## src/rtl/regfile_scoreboard.sv

```systemverilog
// regfile_scoreboard
//   DEPTH x DATA_WIDTH register file for the pipelined datapath. It has two
//   asynchronous read ports and one synchronous write port. A per-register
//   pending (scoreboard) bit and an occupancy counter let the hazard logic
//   stall on registers that are still waiting for writeback.
//
// Ports
//   Clk            rising-edge clock for all state
//   Reset          synchronous, active-high; beats any write/issue that cycle
//   ReadRegister1  read port 1 address  -> ReadData1 / ReadBusy1 (combinational)
//   ReadRegister2  read port 2 address  -> ReadData2 / ReadBusy2 (combinational)
//   RegWrite       WB-stage write enable; also clears the pending bit
//   WriteRegister  write address
//   WriteData      write data
//   IssueValid     ID-stage issue of a producer; sets the pending bit
//   IssueRegister  destination register being issued
//   PendingCount   registered count of pending registers
//
// Optional feature
//   REGFILE_WRITE_BYPASS_EN : when defined, a same-cycle write to a register
//   being read is forwarded to the read port. Its busy flag is then cleared
//   unless the same register is being issued in that cycle.

module regfile_scoreboard #(
  parameter int DATA_WIDTH = 32,
  parameter int ADDR_WIDTH = 5,
  parameter int ZERO_REG   = 1
) (
  input  logic                  Clk,
  input  logic                  Reset,
  input  logic [ADDR_WIDTH-1:0] ReadRegister1,
  input  logic [ADDR_WIDTH-1:0] ReadRegister2,
  output logic [DATA_WIDTH-1:0] ReadData1,
  output logic [DATA_WIDTH-1:0] ReadData2,
  output logic                  ReadBusy1,
  output logic                  ReadBusy2,
  input  logic                  RegWrite,
  input  logic [ADDR_WIDTH-1:0] WriteRegister,
  input  logic [DATA_WIDTH-1:0] WriteData,
  input  logic                  IssueValid,
  input  logic [ADDR_WIDTH-1:0] IssueRegister,
  output logic [ADDR_WIDTH:0]   PendingCount
);

  localparam int DEPTH = 2 ** ADDR_WIDTH;
  localparam int CW    = ADDR_WIDTH + 1;

  logic [DATA_WIDTH-1:0] regs [DEPTH];
  logic [DEPTH-1:0]      pending;
  logic [DEPTH-1:0]      pendingNext;
  logic [CW-1:0]         pendingCount;
  logic [CW-1:0]         countNext;

  logic writeEn;
  logic issueEn;
  logic setsNew;
  logic clearsOld;

  // True for the hardwired-zero register. Reads of it return 0, and writes
  // and issues to it are dropped.
  function automatic logic isHardZero(input logic [ADDR_WIDTH-1:0] addr);
    return (ZERO_REG != 0) && (addr == '0);
  endfunction

  // Qualified write/issue enables, and the counter deltas. The counter is
  // adjusted incrementally rather than by a popcount. It only moves when a
  // bit actually changes state. When a set and a clear hit the same register,
  // the set wins, so that case never counts as a clear.
  always_comb begin
    writeEn   = RegWrite && !isHardZero(WriteRegister);
    issueEn   = IssueValid && !isHardZero(IssueRegister);
    setsNew   = issueEn && !pending[IssueRegister];
    clearsOld = writeEn && pending[WriteRegister]
                && !(issueEn && (IssueRegister == WriteRegister));
    countNext = pendingCount + CW'(setsNew) - CW'(clearsOld);
  end

  // Next pending vector. The writeback clear is applied first so that a
  // same-register issue overrides it.
  always_comb begin
    pendingNext = pending;
    if (writeEn) begin
      pendingNext[WriteRegister] = 1'b0;
    end
    if (issueEn) begin
      pendingNext[IssueRegister] = 1'b1;
    end
  end

  // Register array storage. Reset clears every entry.
  always_ff @(posedge Clk) begin
    if (Reset) begin
      for (int i = 0; i < DEPTH; i++) begin
        regs[i] <= '0;
      end
    end else if (writeEn) begin
      regs[WriteRegister] <= WriteData;
    end
  end

  // Scoreboard state: pending bits and their occupancy count.
  always_ff @(posedge Clk) begin
    if (Reset) begin
      pending      <= '0;
      pendingCount <= '0;
    end else begin
      pending      <= pendingNext;
      pendingCount <= countNext;
    end
  end

  assign PendingCount = pendingCount;

  // Read port 1. With bypass enabled, a write landing on this address in
  // the same cycle is forwarded, and busy then reflects only a concurrent
  // issue to the same register.
  always_comb begin
    ReadData1 = regs[ReadRegister1];
    ReadBusy1 = pending[ReadRegister1];
`ifdef REGFILE_WRITE_BYPASS_EN
    if (writeEn && (WriteRegister == ReadRegister1)) begin
      ReadData1 = WriteData;
      ReadBusy1 = issueEn && (IssueRegister == ReadRegister1);
    end
`endif
    if (isHardZero(ReadRegister1)) begin
      ReadData1 = '0;
      ReadBusy1 = 1'b0;
    end
  end

  // Read port 2: identical behaviour to port 1.
  always_comb begin
    ReadData2 = regs[ReadRegister2];
    ReadBusy2 = pending[ReadRegister2];
`ifdef REGFILE_WRITE_BYPASS_EN
    if (writeEn && (WriteRegister == ReadRegister2)) begin
      ReadData2 = WriteData;
      ReadBusy2 = issueEn && (IssueRegister == ReadRegister2);
    end
`endif
    if (isHardZero(ReadRegister2)) begin
      ReadData2 = '0;
      ReadBusy2 = 1'b0;
    end
  end

endmodule
```

## config.mk

```make
export PLATFORM = sky130hd
export DESIGN_NAME = regfile_scoreboard
export DESIGN_NICKNAME = d
export VERILOG_FILES = /design/src/rtl/regfile_scoreboard.sv
export SDC_FILE = /design/constraint.sdc
export NUM_CORES = 2
export LEC_CHECK = 0
export BUFFER_PORTS_ARGS = -buffer_cell sky130_fd_sc_hd__buf_4
export CORE_MARGIN = 2
export CORE_UTILIZATION = 40
export DETAILED_ROUTE_END_ITERATION = 7
export MAX_ROUTING_LAYER = met4
export SYNTH_ARGS = -nofsm -noshare
export SYNTH_HDL_FRONTEND = slang
export SYNTH_SLANG_ARGS = --single-unit
export TNS_END_PERCENT = 100
```

## constraint.sdc

```tcl
create_clock -name Clk -period 10.85 [get_ports Clk]
set_input_delay 2.17 -clock Clk [delete_from_list [all_inputs] [get_ports Clk]]
set_output_delay 2.17 -clock Clk [all_outputs]
set_load 0.01 [all_outputs]
```

# [Word-level counts from Yosys, hierarchy flattened]
# Memory sizes are Yosys's and may differ from the RTL's.
# Cells that the tools add are included.
[op_classes] n_eq_ne=1 n_mul=0 magnitude_cmp=6 bitwise_logic=3 n_div=0 add_sub_neg=2 shifts=0 n_mux=26 n_reduce_logical=17
[ops] cell="32-bit 2-to-1 mux" n=5
[ops] cell="32-bit bitwise AND" n=1
[ops] cell="32-bit NOT" n=1
[ops] cell="32-bit OR" n=1
[ops] cell="32-bit OR reduction" n=1
[ops] cell="5-bit by 6-bit less-than comparator with 1-bit output (second input constant)" n=4
[ops] cell="1-bit binary-select mux with 5-bit select" n=4
[ops] cell="5-bit zero test" n=4
[ops] cell="1-bit 2-to-1 mux" n=14
[ops] cell="1-bit demux with 5-bit select" n=2
[ops] cell="5-bit by 1-bit >= comparator with 1-bit output (second input constant)" n=2
[ops] cell="1-bit logical AND" n=8
[ops] cell="6-bit by 1-bit adder with 6-bit output" n=1
[ops] cell="6-bit by 1-bit subtractor with 6-bit output" n=1
[ops] cell="5-bit equality test" n=1
[ops] cell="5-bit 2-to-1 mux" n=1
[ops] cell="1-bit zero test" n=4
[totals] mem_count=1 output_inout_bits=72 regBits=38 inputBits=56 mem_bits_ro=0 wordCells=58 latch_bits=0 mem_bits_rw=1024
[memory_table] memory="regs" depth=32 word_bits=32 read_ports=2 rd_ports_with_merged_regs=0 wr=32 line="48" source="logic [DATA_WIDTH-1:0] regs [DEPTH];"

# [Logic depth before layout (Yosys ltp)]
[logic_depth] ltp_word=9 mapped_depth=14

# [Worst setup path before layout]
# OpenSTA, ideal clock, no wires.
[synth_path] kind="input to output" from="input port ReadRegister1[0]" to="output port ReadData1[10]" arrival_ns=3.763 slack_ns=4.917 n_path_buf=3 path_stages=7 path_cell_list="buf_6 buf_4 buf_2 mux4_2 a22oi_1 nand3_1 and3_1"
[synth_via] elab_chain_cells=2 word_cells_on_any_way=3
[synth_lines] element="start: declaration" line="31" source="input logic [ADDR_WIDTH-1:0] ReadRegister1,"
[synth_lines] element="memory read 32 x 32 bit / 5-bit zero test (equally long branches)"
[synth_lines] element="32-bit 2-to-1 mux *" line="126" source="if (isHardZero(ReadRegister1)) begin"
[synth_lines] element="end: declaration" line="33" source="output logic [DATA_WIDTH-1:0] ReadData1,"
# Mark *: on every way between the ends. The rest lies on a longest branch, timed or not.

# [Final worst setup path]
[layout_path] from="input port ReadRegister2[2]" to="output port ReadData2[15]"
[layout_via] elab_chain_cells=2 word_cells_on_any_way=3
[layout_lines] element="start: declaration" line="32" source="input logic [ADDR_WIDTH-1:0] ReadRegister2,"
[layout_lines] element="memory read 32 x 32 bit / 5-bit zero test (equally long branches)"
[layout_lines] element="32-bit 2-to-1 mux *" line="142" source="if (isHardZero(ReadRegister2)) begin"
[layout_lines] element="end: declaration" line="34" source="output logic [DATA_WIDTH-1:0] ReadData2,"
# Marked as above.

==> out/qor.yml <==
timing:
  fin_crit_sh: 0.7032
  fin_setup_tns_ns: 0
  timing.fmax_mhz: 131.1
  slew_headroom: 0.2116
  hold_viol_final: 0
  worst_slew_pin_slew_ns: 1.174
  slew_violations: 0
  rsz0062_at_grt: "false"
  fin_crit_ns: 7.629
  worst_clock_skew_ns: 0.02525
  setup_viol: 0
  setup_slack_ns: 3.221
  fin_hold_ws_ns: 0.5183
die:
  die_h_um: 381.2
  core_area_sq_um: 141400
  start_util: 0.4025
  dieArea_sq_um: 145300
  dieWidth_um: 381.2
  ios: 128
  rows: 138
logic_synthesis:
  synthArstFlopShare: 0
  ys_ff_latch: 1062
  ys_warn_count: 0
  ys_seq_area_frac: 0.5535
  ys_types: 52
  ys.flop_type: "edfxtp_1"
  yosys-top-cells-area: "edfxtp_1 (54%), mux4_2 (18%), and2_1 (11%), mux2_2 (3.1%), mux2i_1 (1.9%)"
  synth_top_area_frac: 0.5402
  synth_area_leader_cell: "edfxtp_1"
  synth_edf_count: 1024
  netlist_instances: 3878
  syn_area_sq_um: 56930
  avgSynthCellArea_sq_um: 14.68
final_layout:
  layoutNonFillerInstCount: 5831
  mostFrequentLayoutCells: "edfxtp_1 (1024), and2_1 (993), mux4_2 (446)"
  drive_gt1_frac: 0.2704
  n_fill_cell: 12340
  fin_nets: 3892
  layout_commonest_cell: "edfxtp_1"
  syn2layout_area_growth_pct: 11.51
global_route:
  antenna_found_initial: 29
  grt_max_degree: 138
  groute.usage.overall: 0.2985
  grt_pass1_vias: 36930
  grt_pass1_wl_mm: 293.7
  grt_overflow: 0
setup_path:
  critPathCaptureType: "primary output"
  cp.arrival_ns: 5.46
  crit_path_top_delay_cell: "a211oi_1"
  worst-path-buf-inv: 4
  path_class: "in -> out"
  required_ns: 8.68
  startpoint_type: "input port"
  cp_cell_sequence: "buf_4 > buf_4 > buf_4 > mux4_2 > mux2_2 > o22ai_1 > a211oi_1 > buf_4"
  path_delay_family: "buffers and inverters"
  cp_common_cell: "buf_4"
  critical_path.max_stage_delay_ns: 0.84
  path_max_fanout: 27
power:
  powerDensity_nw_per_um2: 157.5
  leakagePower_nw: 21.70
  peakVddDrop_mv: 0.1258
  p_total_mw: 9.998
clocking:
  root_buffer: "clkbuf_16"
  cts.repair.resized: 0
  cts_tree: "yes"
  clock_path_buffers: 3
  htree_levels: 3
  cts.sinks: 1062
  postCtsSetupRepairBufs: 0
  cts_buffers: 113
  ctsHoldBuffers: 0
  clk_pin_slew_worst_paths_ns: 0.06
  insertion_delay_ns: 0.73
status:
  status: "completed"
route:
  dr.pass1.iters: 5
  wire_per_inst_um: 36.60
  vias: 37640
  drcViolationCount: 0
  drtAntennaViolNets: 0
  dr.first_iter.drc_count: 5658
  routed_wl_mm: 213.4
  drt-vias-per-instance: 6.455
placement:
  dp_slack_ns: 3.369
  portBuffers: 127
  gp_congestion: 0.8945
  hpwl_mm: 120.6
  dp.cells: 5604
min_path:
  min_path_type: "reg -> reg"
job:
  drv_cap: 0
## layout make-up
class	instances	area, sq um	area share
Tap cell	1890	2365	0.03725
Inverter	15	56.30	0.0008870
Clock buffer	134	2938	0.04628
Multi-Input combinational cell	2415	24160	0.3806
Clock inverter	72	601.8	0.009481
Sequential cell	1062	31510	0.4964
Antenna cell	21	52.55	0.0008278
Timing Repair Buffer	222	1797	0.02830
## flip-flops by register name (all words and copies together) (netlist names)
name	flops
PendingCount	6
pending	32
regs	1024
## worst min-delay path: stages, from the launching register on
cell and delay, ns:
dfxtp_1 0.34, inv_1 0.06, o21ai_0 0.07
## path summary, 6_finish.rpt
kind                          from              end  slack [ns]  depth (start not counted)
setup / recovery  ReadRegister2[2]    ReadData2[15]        3.22                          8
hold / removal         pending[20]      pending[20]        0.52                          2
setup reg to reg       pending[23]  PendingCount[4]        7.40                         12
hold reg to reg        pending[20]      pending[20]        0.52                          2
## layer usage
metal | share of wire | GRT usage | routed length, um
met3 | 0.12 | 0.07589 | 26540
met5 | 0 | - | 0
met4 | 0.045 | 0.1171 | 9548
met2 | 0.45 | 0.4387 | 95890
met1 | 0.38 | 0.3972 | 81460
## per-stage QoR
step | utilization | cell area (sq um)
3_3_place_gp | 0.4235 | 59890
4_1_cts | 0.4485 | 63430
2_1_floorplan | - | 57040
5_1_grt | 0.4487 | 63450
3_5_place_dp | 0.4235 | 59890
6_report | 0.4489 | 63480
## where the power goes
group	internal (mW)	switching [mW]	leakage, nW	total, mW
registers	4.73	0.116	10.1	4.84
clock network	2.13	1.69	1.74	3.82
logic	0.531	0.801	9.88	1.33
## synthesized netlist by cell type (all sizes together), types with 5 or more instances
master / number
a221oi: 38
a21oi: 12
a211oi: 29
nand3b: 8
nor2: 59
and3: 36
edfxtp: 1024
xor2: 5
nand2: 87
mux4: 446
inv: 15
a211o: 33
clkbuf: 286
mux2i: 108
o22ai: 30
dfxtp: 38
a22oi: 55
nand2b: 7
nand3: 40
o221ai: 32
and3b: 6
buf: 131
ha: 6
nor3: 11
a221o: 29
nor2b: 23
mux2: 157
and2: 995
a22o: 32
o21ai: 62
## logic make-up (layout without fill, tap and decap cells)
family          count (synthesis)  after routing  synth area share
simple gates                 1290           1290            0.1349
flops                        1062           1062            0.5535
fa+ha+maj                       7              7          0.001670
buf+inv                       432            443           0.03323
other cells                     1             53        0.00006588
mux                           711            711            0.2265
xor+xnor                        9              9          0.001385
compound gates                366            366           0.04875
No activity file was read; power rests on OpenSTA's default activity.
